===== src/rtl/seq_chunk_adder_pkg.sv =====
// Shared types and helpers for the chunk-serial adder/subtractor.
//   state_e      : controller states (idle, chunk loop, one-cycle result)
//   calc_nchunk  : number of chunks an operand is split into
//   chunk_fits   : elaboration-time legality check of the WIDTH/CHUNK pair
package seq_chunk_adder_pkg;

  typedef enum logic [1:0] {StIdle, StRun, StDone} state_e;

  function automatic int unsigned calc_nchunk(input int unsigned width,
                                              input int unsigned chunk);
    return width / chunk;
  endfunction

  function automatic bit chunk_fits(input int unsigned width, input int unsigned chunk);
    return (chunk != 0) && (chunk <= width) && ((width % chunk) == 0);
  endfunction

endpackage


===== src/rtl/seq_chunk_adder_if.sv =====
// Request/result bundle of seq_chunk_adder.
//   start, sub, a, b, cin : request side (driven by master)
//   busy, done, sum, cout, ovf : status/result side (driven by slave)
interface seq_chunk_adder_if #(
  parameter int unsigned WIDTH = 32
);
  logic             start;
  logic             sub;
  logic [WIDTH-1:0] a;
  logic [WIDTH-1:0] b;
  logic             cin;
  logic             busy;
  logic             done;
  logic [WIDTH-1:0] sum;
  logic             cout;
  logic             ovf;

  modport master (
    output start, sub, a, b, cin,
    input  busy, done, sum, cout, ovf
  );

  modport slave (
    input  start, sub, a, b, cin,
    output busy, done, sum, cout, ovf
  );
endinterface


===== src/rtl/seq_chunk_adder_chunk_adder.sv =====
// Combinational CHUNK-bit adder slice.
//   a_i, b_i : chunk operands        c_i     : carry in
//   s_o      : chunk sum             co_o    : carry out of the top bit
//   c_msb_o  : carry into the top bit (for signed overflow on the last chunk)
module chunk_adder #(
  parameter int unsigned CHUNK = 8
) (
  input  logic [CHUNK-1:0] a_i,
  input  logic [CHUNK-1:0] b_i,
  input  logic             c_i,
  output logic [CHUNK-1:0] s_o,
  output logic             co_o,
  output logic             c_msb_o
);

  logic [CHUNK:0] full;

  always_comb begin
    full    = {1'b0, a_i} + {1'b0, b_i} + {{CHUNK{1'b0}}, c_i};
    s_o     = full[CHUNK-1:0];
    co_o    = full[CHUNK];
    // Sum bit = a ^ b ^ carry_in, so the carry into the top bit falls out directly.
    c_msb_o = full[CHUNK-1] ^ a_i[CHUNK-1] ^ b_i[CHUNK-1];
  end

endmodule


===== src/rtl/seq_chunk_adder.sv =====
// Multi-cycle adder/subtractor: adds or subtracts WIDTH-bit operands CHUNK bits per
// cycle through a single reused chunk_adder, carrying between chunks in a register.
//   clk   : clock, rising edge
//   rst_n : asynchronous active-low reset
//   bus   : slave side of seq_chunk_adder_if (start/sub/a/b/cin in,
//           busy/done/sum/cout/ovf out)
module seq_chunk_adder
  import seq_chunk_adder_pkg::*;
#(
  parameter int unsigned WIDTH = 32,
  parameter int unsigned CHUNK = 8
) (
  input logic              clk,
  input logic              rst_n,
  seq_chunk_adder_if.slave bus
);

  localparam int unsigned NCHUNK = calc_nchunk(WIDTH, CHUNK);
  localparam int unsigned IdxW   = (NCHUNK > 1) ? $clog2(NCHUNK) : 1;

  if (!chunk_fits(WIDTH, CHUNK)) begin : g_param_check
    $error("seq_chunk_adder: WIDTH must be a non-zero multiple of CHUNK");
  end

  state_e           state_q, state_d;
  logic [WIDTH-1:0] a_q, a_d;
  logic [WIDTH-1:0] b_q, b_d;       // effective B (already inverted for subtract)
  logic             carry_q, carry_d;
  logic [IdxW-1:0]  idx_q, idx_d;
  logic [WIDTH-1:0] res_q, res_d;   // partial result, built chunk by chunk
  logic [WIDTH-1:0] sum_q, sum_d;
  logic             cout_q, cout_d;
  logic             ovf_q, ovf_d;

  logic [CHUNK-1:0] a_chunk, b_chunk, s_chunk;
  logic             co, c_msb, last;

  assign a_chunk = a_q[idx_q * CHUNK +: CHUNK];
  assign b_chunk = b_q[idx_q * CHUNK +: CHUNK];
  assign last    = (idx_q == IdxW'(NCHUNK - 1));

  chunk_adder #(
    .CHUNK (CHUNK)
  ) u_chunk_adder (
    .a_i     (a_chunk),
    .b_i     (b_chunk),
    .c_i     (carry_q),
    .s_o     (s_chunk),
    .co_o    (co),
    .c_msb_o (c_msb)
  );

  always_comb begin
    state_d = state_q;
    a_d     = a_q;
    b_d     = b_q;
    carry_d = carry_q;
    idx_d   = idx_q;
    res_d   = res_q;
    sum_d   = sum_q;
    cout_d  = cout_q;
    ovf_d   = ovf_q;

    unique case (state_q)
      StIdle, StDone: begin
        if (bus.start) begin
          a_d     = bus.a;
          b_d     = bus.sub ? ~bus.b : bus.b;
          carry_d = bus.sub ^ bus.cin;  // subtract: a + ~b + ~borrow_in
          idx_d   = '0;
          state_d = StRun;
        end else begin
          state_d = StIdle;
        end
      end
      StRun: begin
        res_d[idx_q * CHUNK +: CHUNK] = s_chunk;
        carry_d = co;
        idx_d   = idx_q + 1'b1;
        if (last) begin
          idx_d   = '0;
          sum_d   = res_d;
          cout_d  = co;
          ovf_d   = co ^ c_msb;
          state_d = StDone;
        end
      end
      default: state_d = StIdle;
    endcase
  end

  always_ff @(posedge clk or negedge rst_n) begin
    if (!rst_n) begin
      state_q <= StIdle;
      a_q     <= '0;
      b_q     <= '0;
      carry_q <= 1'b0;
      idx_q   <= '0;
      res_q   <= '0;
      sum_q   <= '0;
      cout_q  <= 1'b0;
      ovf_q   <= 1'b0;
    end else begin
      state_q <= state_d;
      a_q     <= a_d;
      b_q     <= b_d;
      carry_q <= carry_d;
      idx_q   <= idx_d;
      res_q   <= res_d;
      sum_q   <= sum_d;
      cout_q  <= cout_d;
      ovf_q   <= ovf_d;
    end
  end

  assign bus.busy = (state_q == StRun);
  assign bus.done = (state_q == StDone);
  assign bus.sum  = sum_q;
  assign bus.cout = cout_q;
  assign bus.ovf  = ovf_q;

endmodule

===== src/flat_wrapper.sv =====
// flat-port wrapper written by rule: the top's interface ports become plain ports
module seq_chunk_adder_flat import seq_chunk_adder_pkg::*;
#(
  parameter int unsigned WIDTH = 32,
  parameter int unsigned CHUNK = 8
)
  (clk, rst_n, bus_start, bus_sub, bus_a, bus_b, bus_cin, bus_busy, bus_done, bus_sum, bus_cout, bus_ovf);
  seq_chunk_adder_if #(.WIDTH(WIDTH)) bus_i ();
  input logic clk;
  input logic rst_n;
  input wire logic [$bits(bus_i.start)-1:0] bus_start;
  input wire logic [$bits(bus_i.sub)-1:0] bus_sub;
  input wire logic [$bits(bus_i.a)-1:0] bus_a;
  input wire logic [$bits(bus_i.b)-1:0] bus_b;
  input wire logic [$bits(bus_i.cin)-1:0] bus_cin;
  output wire logic [$bits(bus_i.busy)-1:0] bus_busy;
  output wire logic [$bits(bus_i.done)-1:0] bus_done;
  output wire logic [$bits(bus_i.sum)-1:0] bus_sum;
  output wire logic [$bits(bus_i.cout)-1:0] bus_cout;
  output wire logic [$bits(bus_i.ovf)-1:0] bus_ovf;
  assign bus_i.start = bus_start;
  assign bus_i.sub = bus_sub;
  assign bus_i.a = bus_a;
  assign bus_i.b = bus_b;
  assign bus_i.cin = bus_cin;
  assign bus_busy = bus_i.busy;
  assign bus_done = bus_i.done;
  assign bus_sum = bus_i.sum;
  assign bus_cout = bus_i.cout;
  assign bus_ovf = bus_i.ovf;
  seq_chunk_adder #(.WIDTH(WIDTH), .CHUNK(CHUNK)) u_core (.clk(clk), .rst_n(rst_n), .bus(bus_i));
endmodule

===== config.mk =====
export PLATFORM = sky130hd
export DESIGN_NAME = seq_chunk_adder_flat
export DESIGN_NICKNAME = d
export VERILOG_FILES = /design/src/rtl/seq_chunk_adder_pkg.sv /design/src/rtl/seq_chunk_adder_if.sv /design/src/rtl/seq_chunk_adder_chunk_adder.sv /design/src/rtl/seq_chunk_adder.sv /design/src/flat_wrapper.sv
export SDC_FILE = /design/constraint.sdc
export NUM_CORES = 1
export LEC_CHECK = 0
export CAP_MARGIN = 20
export CORE_ASPECT_RATIO = 1.4
export CORE_MARGIN = 4
export CORE_UTILIZATION = 30
export DETAILED_ROUTE_END_ITERATION = 10
export SETUP_SLACK_MARGIN = 0.3
export SLEW_MARGIN = 10
export SYNTH_ARGS = -nofsm -noshare
export SYNTH_HDL_FRONTEND = slang
export SYNTH_HIERARCHICAL = 1
export SYNTH_SLANG_ARGS = --single-unit

===== constraint.sdc =====
create_clock -name clk -period 3.5 [get_ports clk]
set_input_delay 0.7 -clock clk [delete_from_list [all_inputs] [get_ports clk]]
set_output_delay 0.7 -clock clk [all_outputs]
set_load 0.05 [all_outputs]

==> results.md <==
* Starting Density at 0.305
* Slew of the pin with the lowest slew margin at 752 ps
* R2R Setup Slk at 510 ps
* Slew headroom at 0.495
* Num CTS Buffers at 17
* Unique cell type count in the Yosys netlist at 44
* Post-Synthesis Cells at 551
* First-pass GRT wire length at 26.7 mm
* CTS HTree Levels at 4
* Post-CTS Hold Fix Bufs at 0
* Period minus WS final at 2990 ps
* Ranking of synthesized cells by area: dfrtp_1 (52%), mux2_2 (5.8%), mux4_2 (5.6%)
* Gr ovfl total at 0
* Async S/R FF share, synth at 1.00
* FF+latch count, synth at 135
* Area of the core at 21200 um2
* Run status: finished, final reports clean
* DIE WIDTH at 132 um
* Fmax at 334 MHz
* WL final at 16.1 mm
* Vias at 4624
* Crit path launch type: register
* Crit-path cells: mux4_2 > fa_2 > fa_2 > a21o_2 > a21oi_4 > or4b_1 > o2111ai_4 > a32oi_1 > a21oi_1
* Worst path top cell family by delay: compound AO/OA/AOI/OAI gates
* Die ar. at 24000 um2
* Wire length per cell at 17.4 um
* Type of the worst setup path: reg -> reg
* Synth Warn # at 6
* Largest net degree at the start of global routing at 82
* Pre-antenna DRT Iters at 5
* Clk sinks at 135
* Worst setup endpoint: u_core/bus.sum[14]
* Root Buffer: clkbuf_16
* Final HPWL DP at 12.0 mm
* Share of cells above drive strength 1 at 0.168
* DRT iter0 DRCs at 247
* Final hold vios at 0
* Syn_area_per_cell at 11.7 um2
* Endpoints failing setup at 0
* RePlAce Congestion at 0.830
* MaxCap Viol Count at 0
* IO Pins at 105
* Post-route DRC at 0
* R2R Path End: u_core/bus.sum[14]
* Initial antenna violation count at 0
* Post-synth EDFFs at 0
* Post-synth top flop: dfrtp_1
* Place WS at 238 ps
* Clk_lat worst skew at 420 ps
* Number of global-route vias before repair at 4940
* Share of the synthesized area in the top cell type at 0.523
* CP max stage delay at 530 ps
* Setup Skew at 6.67 ps
* CP max FO at 7
* Nets at 738
* R2R depth at 9
* Crit. End Element: register
* FP Rows at 63
* Cell mode on critical path: fa_2
* Crit path from: u_core/idx_q[0]
* Hold_ws at 330 ps
* Worst path slowest cell: mux4_2
* Routed Antenna Nets at 0
* Vias per std cell at 4.99
* RSZ-0062 raised after global routing: false
* Die Height at 182 um
* Worst path depth at 9
* Fin crit share at 0.854
* Setup ws final at 510 ps
* Clock Tree Buf Depth at 2
* N_diodes at 0
* Mapped Nets at 635
* WP data arrival at 3280 ps
* Gr usage total at 0.140
* Leading area contributor after synthesis: dfrtp_1
* Reg2reg start: u_core/idx_q[0]
* Mapped Area at 6460 um2
* CTS tree: built
* Max Transition Viols Final at 0
* Worst Path Required at 3790 ps
* Worst Hold Class: in -> async
* Worst-path clk slew at 60 ps
* Port bufs at 104
* Worst path buffer plus inverter count at 0
* Seq/Total Area, Yosys at 0.523
* Area Overhead vs Synth at 29.9%
* Post-route setup TNS at 0 ps
==> final cells by class <==
type,instances,area [um2]
inverters,8,30.0
fillers,2022,12800
well taps,260,325
clock inverters,11,125
flip-flops and latches,135,3380
multi-input cells,371,2900
repair buffers,121,1170
clock buffers,21,460
==> per-layer routing <==
| metal | global-route usage | part of all wire | vias to the layer above |
|---|---|---|---|
| met2 | 0.249 | 0.54 | 127 |
| li1 | - | - | 2195 |
| met1 | 0.164 | 0.40 | 2278 |
| met5 | 0 | 0 | - |
| met3 | 0.0341 | 0.038 | 24 |
| met4 | 0.0483 | 0.021 | 0 |
==> synthesized netlist by cell type, drive strengths merged (2+ instances only) <==
library cell and number:
ha 13, a21o 2, and2 2, buf 26
clkbuf 11, dfrtp 135, xnor2 37, a211oi 2
a22o 17, nor3 3, a31oi 9, mux2 33
a21oi 45, a32oi 16, o2bb2ai 16, mux4 16
nand2b 3, fa 2, o21ai 38, nand2 47
nor2b 17, inv 8, nor4b 2, xor2 2
nor2 36
==> flip-flops by register name (all words and copies together), names as in the netlist <==
signal	flops
u_core/idx_q	2
u_core/bus.sum	32
u_core/b_q	32
u_core/state_q	2
u_core/res_q	32
u_core/bus.cout	1
u_core/a_q	32
u_core/bus.ovf	1
u_core/carry_q	1
==> cell usage in the layout, fill, tap and decap left out, types with 2 or more instances in the layout <==
master,instances
a21oi_1,44
a22o_1,17
a31oi_1,9
a32oi_1,16
and2_1,2
buf_4,16
buf_6,2
bufinv_16,2
clkbuf_1,2
clkbuf_16,17
clkbuf_8,2
clkdlybuf4s50_1,102
clkinv_2,2
clkinv_4,2
clkinvlp_4,5
dfrtp_1,134
fa_2,2
ha_1,13
inv_1,8
mux2_2,33
mux4_2,16
nand2_1,46
nand2b_1,2
nor2_1,36
nor2b_1,17
nor3_1,3
nor4b_4,2
o21ai_0,38
o2bb2ai_1,16
xnor2_1,37
xor2_1,2
==> worst min path at each step <==
stage	from	endpoint	slack (ps)	cells after the start
5_1_grt	rst_n	u_core/bus.sum[23]	370	1
2_1_floorplan	rst_n	u_core/a_q[0]	400	0
3_3_place_gp	u_core/b_q[19]	u_core/b_q[19]	460	2
4_1_cts	rst_n	u_core/bus.sum[23]	360	1
3_5_place_dp	u_core/b_q[20]	u_core/b_q[20]	470	2
6_report	rst_n	u_core/bus.sum[23]	330	1
==> through the flow <==
step | instance area [um2] | std cells | util
2_1_floorplan | 6490 | 551 | -
3_3_place_gp | 7780 | 894 | 0.367
3_5_place_dp | 7780 | 894 | 0.367
4_1_cts | 8370 | 927 | 0.395
5_1_grt | 8390 | 927 | 0.396
6_report | 8390 | 927 | 0.396
==> timing repair <==
action / 4_1_cts / 5_1_grt
setup buffers: 1 / 0
setup endpoints to repair: 5 / 4
gates cloned: 0 / 0
pin swaps: 0 / 1
resized for setup: 0 / 3
==> cell families after synthesis <==
kind of cell | after synthesis | synth area share
compound gates | 151 | 0.154
flops | 135 | 0.523
simple gates | 116 | 0.0877
mux | 49 | 0.113
buf+inv | 45 | 0.0341
xor+xnor | 40 | 0.0564
fa+ha+maj | 15 | 0.0314
Power is not shown: default switching activity piles up to over one toggle a cycle in this logic, so the estimate is an artifact.
